## config.mk

```make
export PLATFORM = sky130hd
export DESIGN_NAME = instr_fetch_unit
export DESIGN_NICKNAME = d
export VERILOG_FILES = /design/src/rtl/instr_fetch_unit.sv
export SDC_FILE = /design/constraint.sdc
export NUM_CORES = 1
export LEC_CHECK = 0
export ABC_AREA = 1
export CAP_MARGIN = 20
export CORE_ASPECT_RATIO = 1.75
export CORE_MARGIN = 2
export CORE_UTILIZATION = 65
export DETAILED_ROUTE_END_ITERATION = 12
export DONT_BUFFER_PORTS = 1
export PLACE_DENSITY_LB_ADDON = 0.05
export SYNTH_ARGS = -nofsm -noshare
export SYNTH_HDL_FRONTEND = slang
export SYNTH_SLANG_ARGS = --single-unit
```

## constraint.sdc

```tcl
create_clock -name clk -period 16.8 [get_ports clk]
set_input_delay 3.36 -clock clk [delete_from_list [all_inputs] [get_ports clk]]
set_output_delay 3.36 -clock clk [all_outputs]
set_load 0.02 [all_outputs]
```

## src/rtl/instr_fetch_unit.sv

```systemverilog
// Fetch stage: owns the PC, reads instruction memory combinationally and
// registers each returned word into the IF/ID register toward decode.
module instr_fetch_unit #(
  parameter logic [31:0] RESET_PC  = 32'h0000_0000,
  parameter int          MEM_BYTES = 1024
) (
  input  logic        clk,
  input  logic        rst,
  output logic [31:0] pc_addr,
  input  logic [31:0] inst_in,
  input  logic        pc_en_in,
  input  logic        redirect_valid,
  input  logic [31:0] redirect_target,
  input  logic        id_ready,
  output logic        id_valid,
  output logic [31:0] id_inst,
  output logic [31:0] id_pc,
  output logic [31:0] id_pc_plus4,
  output logic        halted,
  output logic        fault,
  output logic [31:0] fetch_count
);

  localparam logic [31:0] LAST_PC = 32'(MEM_BYTES - 4);

  typedef enum logic [1:0] {
    RUN   = 2'd0,
    HALT  = 2'd1,
    FAULT = 2'd2
  } state_t;

  state_t      state_reg, state_next;
  logic [31:0] pc_reg, pc_next;
  logic        id_valid_reg, id_valid_next;
  logic [31:0] id_inst_reg, id_pc_reg, id_pc_plus4_reg, fetch_count_reg;

  logic        advance;
  logic        out_of_range;
  logic        take_redirect;
  logic        capture;
  logic [31:0] aligned_target;

  assign advance        = !id_valid_reg || id_ready;
  assign out_of_range   = (pc_reg > LAST_PC);
  assign aligned_target = redirect_target & ~32'h0000_0003;

  always_ff @(posedge clk or posedge rst) begin
    if (rst) begin
      state_reg <= RUN;
    end else begin
      state_reg <= state_next;
    end
  end

  // Redirect outranks both stop conditions; FAULT only leaves through reset.
  always_comb begin
    state_next = state_reg;
    case (state_reg)
      RUN: begin
        if (!redirect_valid) begin
          if (out_of_range) begin
            state_next = FAULT;
          end else if (!pc_en_in) begin
            state_next = HALT;
          end
        end
      end
      HALT: begin
        if (redirect_valid) begin
          state_next = RUN;
        end
      end
      default: state_next = state_reg;
    endcase
  end

  always_comb begin
    take_redirect = 1'b0;
    capture       = 1'b0;
    case (state_reg)
      RUN: begin
        if (redirect_valid) begin
          take_redirect = 1'b1;
        end else if (!out_of_range && pc_en_in && advance) begin
          capture = 1'b1;
        end
      end
      HALT:    take_redirect = redirect_valid;
      default: ;
    endcase
    halted = (state_reg == HALT);
    fault  = (state_reg == FAULT);
  end

  // Without a capture a pending word only drains; a redirect flushes it.
  always_comb begin
    pc_next       = pc_reg;
    id_valid_next = id_valid_reg && !id_ready;
    if (take_redirect) begin
      pc_next       = aligned_target;
      id_valid_next = 1'b0;
    end else if (capture) begin
      pc_next       = pc_reg + 32'd4;
      id_valid_next = 1'b1;
    end
  end

  always_ff @(posedge clk or posedge rst) begin
    if (rst) begin
      pc_reg          <= RESET_PC;
      id_valid_reg    <= 1'b0;
      id_inst_reg     <= 32'h0;
      id_pc_reg       <= 32'h0;
      id_pc_plus4_reg <= 32'h0;
      fetch_count_reg <= 32'h0;
    end else begin
      pc_reg       <= pc_next;
      id_valid_reg <= id_valid_next;
      if (capture) begin
        id_inst_reg     <= inst_in;
        id_pc_reg       <= pc_reg;
        id_pc_plus4_reg <= pc_reg + 32'd4;
        fetch_count_reg <= fetch_count_reg + 32'd1;
      end
    end
  end

  assign pc_addr     = pc_reg;
  assign id_valid    = id_valid_reg;
  assign id_inst     = id_inst_reg;
  assign id_pc       = id_pc_reg;
  assign id_pc_plus4 = id_pc_plus4_reg;
  assign fetch_count = fetch_count_reg;

endmodule

```

==> results.cfg <==
[critical_path]
timing.critical_path.cells = nor2_1, inv_1, nand2_1, nor2_4, nand2_2, inv_2, buf_4, nand2_1, o21ai_0, inv_1
critPathKind = input pin to register
cpPeakStageDelay_ns = 0.62
worst_ep_arrival_time_ns = 5.24
crit_path_start_kind = input pin
timing.critical_path.depth = 10
critical-path-slowest-cell = buf_4
critical_path_required_ns = 17.10
worst_path_dominant_cell_family = buffers and inverters
cp_num_buf_inv = 4
timing.critical_path.fanout_max = 74
worst-r2r-cell-count = 12
worst_setup_path_end_kind = register

[power]
overall_power_of_the_completed_layout_mw = 0.781
ir_drop_mv = 0.0876
leakage_nw = 4.08
powerDensity_nw_per_um2 = 103

[place]
place_congestion = 0.924
placed_cells = 940
buffer_ports.inserted = 0
place.detailed.hpwl_um = 11500
post_place_worst_slack_ns = 11.47

[cts]
worstSkewPairLatency_ns = 0.42
clock_pin_slew_of_the_registers_on_the_worst_case_setup_and_hold_paths_ns = 0.06
htree_num_levels = 4
cts_resized = 0
clock_tree_root_driver_cell = clkbuf_16
cts_setup_buffers = 0
cts_num_sinks = 157
postCtsHoldBufs = 0
cts_tree = yes
cts_buffers = 17
max-clock-path-buffers = 2

[drt]
drc = 0
antenna_violating_nets_post_route = 0
wirelength_um = 16000
drt_initial_violations = 317
wire_length_per_cell_after_detailed_routing_um = 16.5
routed_via_density = 5.48
dr.pass1.iters = 5
detailroute.via_count = 5325

[timing]
timing_worst_slew_pin_value_ns = 0.811
min_period_ns = 4.94
final.setup.worst_slack_ns = 11.86
finalSetupViolations = 0
final_sum_of_negative_setup_slack_ns = 0
report.final.hold_viol_count = 0
clock_skew_ns = 0.0111
grt_setup_unrepaired = false
final-max-slew-violation-count = 0
maxSlewHeadroom = 0.459
fmax_mhz = 203
layout_worst_path_cycle_share = 0.294

[final_layout]
post-route-util = 0.717
area.sequential_um2 = 3930
post_route_cells_drive_above_1_share = 0.0606
fin_nets = 901
multiInputGateArea_um2 = 2440
n_fill_cell = 850
area_growth_syn_to_layout_pct = 8.99
final_cell_count_no_fill = 972
diodes = 0

[floorplan]
io_pins = 232
overall_die_area_um2 = 11600
placeableCoreArea_um2 = 10600
fp.dieH_um = 141
core.rowCount = 50
initial_core_util = 0.658
chipWidth_um = 82.2

[logic_synthesis]
mappedNetlistArea_um2 = 6960
synthCells = 830
synth-main-ff-cell = dfrtp_1
netlist_top_cells_area = dfrtp_1 56%, nand2_1 15%, inv_1 6.1%, nor2_1 5.6%, nand3_1 4.5%
post_synth_most_frequent_cells = 271 x nand2_1, 157 x dfrtp_1, 113 x inv_1
yosysWarnings = 0
postSynthRegisterBits = 157
synth_top_area_frac = 0.565
yosysMostFrequentCell = nand2_1
yosys.cell_types.count = 28
synth_enable_flop_cells = 0
post-synth-top-area-cell = dfrtp_1
synth_sequential_area_ratio = 0.565
synthArstFlopShare = 1.00
postSynthAreaPerCell_um2 = 8.38

[min_path]
holdCritPathClass = register to register
hold_critical_path_depth = 2

[grt]
globalRouteTotalUtil = 0.292
gr-total-overflow = 0
grt_pass1_wl_um = 25500
largest_net_degree_at_the_start_of_global_routing = 96
grt_pass1_vias = 5381
grt_antenna_before_repair = 0

[run_status]
run_status = finished clean

[run]
drv.max_cap_violation_count = 0
-- kinds of logic (layout without fill, tap and decap cells) --
group           after synthesis  after routing  share of synthesized area
flops                       157            157                      0.565
other cells                   1              6                   0.000539
fa+ha+maj                     3              3                    0.00540
xor+xnor                     18             18                     0.0227
mux                          13             13                     0.0187
compound gates               27             27                     0.0252
simple gates                467            467                      0.276
buf+inv                     144            151                     0.0871
-- area by class of cell --
cell class	instances	area share
Clock buffer	18	0.0579
Inverter	115	0.0576
Sequential cell	157	0.518
Clock inverter	14	0.0186
Timing Repair Buffer	4	0.00396
Multi-Input combinational cell	534	0.322
Tap cell	130	0.0215
-- path summary, 6_finish.rpt --
| kind | from | end | slack [ns] |
|---|---|---|---|
| worst max-delay path | id_ready | id_pc_plus4[2] | 11.86 |
| worst min register to register | id_pc_plus4[16] | id_pc_plus4[16] | 0.60 |
| min in group asynchronous | rst | id_inst[14] | 2.94 |
| worst max register to register | pc_addr[2] | id_pc_plus4[2] | 13.78 |
| worst min-delay path | id_pc_plus4[16] | id_pc_plus4[16] | 0.60 |
| max in group asynchronous | rst | pc_addr[6] | 12.52 |
-- metrics by stage --
| stage | hold WS (ns) | instance area (µm²) |
|---|---|---|
| after detailed placement | 0.598 | 7000 |
| after CTS | 0.609 | 7580 |
| after global placement | 0.596 | 7000 |
| after global routing | 0.620 | 7580 |
| after floorplan | 0.575 | 6980 |
| final | 0.604 | 7580 |
-- layout by cell type (no fill, tap or decap) --
cell type	synthesis	routed
buf_4	10	4
inv_6	0	7
mux2i_1	13	13
ha_1	3	3
nand2_4	1	1
clkbuf_16	0	17
nand3_1	63	63
inv_1	113	112
o21ai_0	10	10
o21bai_1	16	16
dfrtp_1	157	157
clkbuf_8	0	1
nor4_1	1	1
clkinvlp_4	0	1
nor2_1	104	103
nand4_1	7	7
inv_2	2	2
xor2_1	12	12
a21oi_1	1	1
nand3_2	1	1
conb_1	1	6
clkinv_4	0	1
inv_8	0	5
nand2_2	1	1
nor3_1	9	9
nor2_4	3	3
xnor2_1	6	6
nand2_1	271	271
nor2_2	5	6
clkinv_8	0	1
nand3b_1	1	1
-- worst reg2reg max path, delay by kind of cell, from the launching register on --
family	cells	cell delay (ns)
compound gates	1	0.13
fa+ha+maj	1	0.29
buf+inv	3	0.90
flops	1	0.52
simple gates	7	1.06
-- metal layers --
layer  vias to the layer above  part of all wire  track usage  wire length [µm]
met1                      2542              0.35        0.317              5600
met2                       239              0.54        0.496              8560
met5                         -                 0            0                 0
li1                       2507                 -            -                 -
met4                         0             0.034        0.127               548
met3                        37             0.081        0.107              1290
-- power by group --
part | switching [mW] | internal (mW) | leakage [nW]
clock | 0.171 | 0.202 | 0.285
combinational | 0.0124 | 0.00372 | 1.98
sequential | 0.00965 | 0.382 | 1.82
total | 0.193 | 0.588 | 4.08
Note: power is estimated with default switching activity, not from simulation.
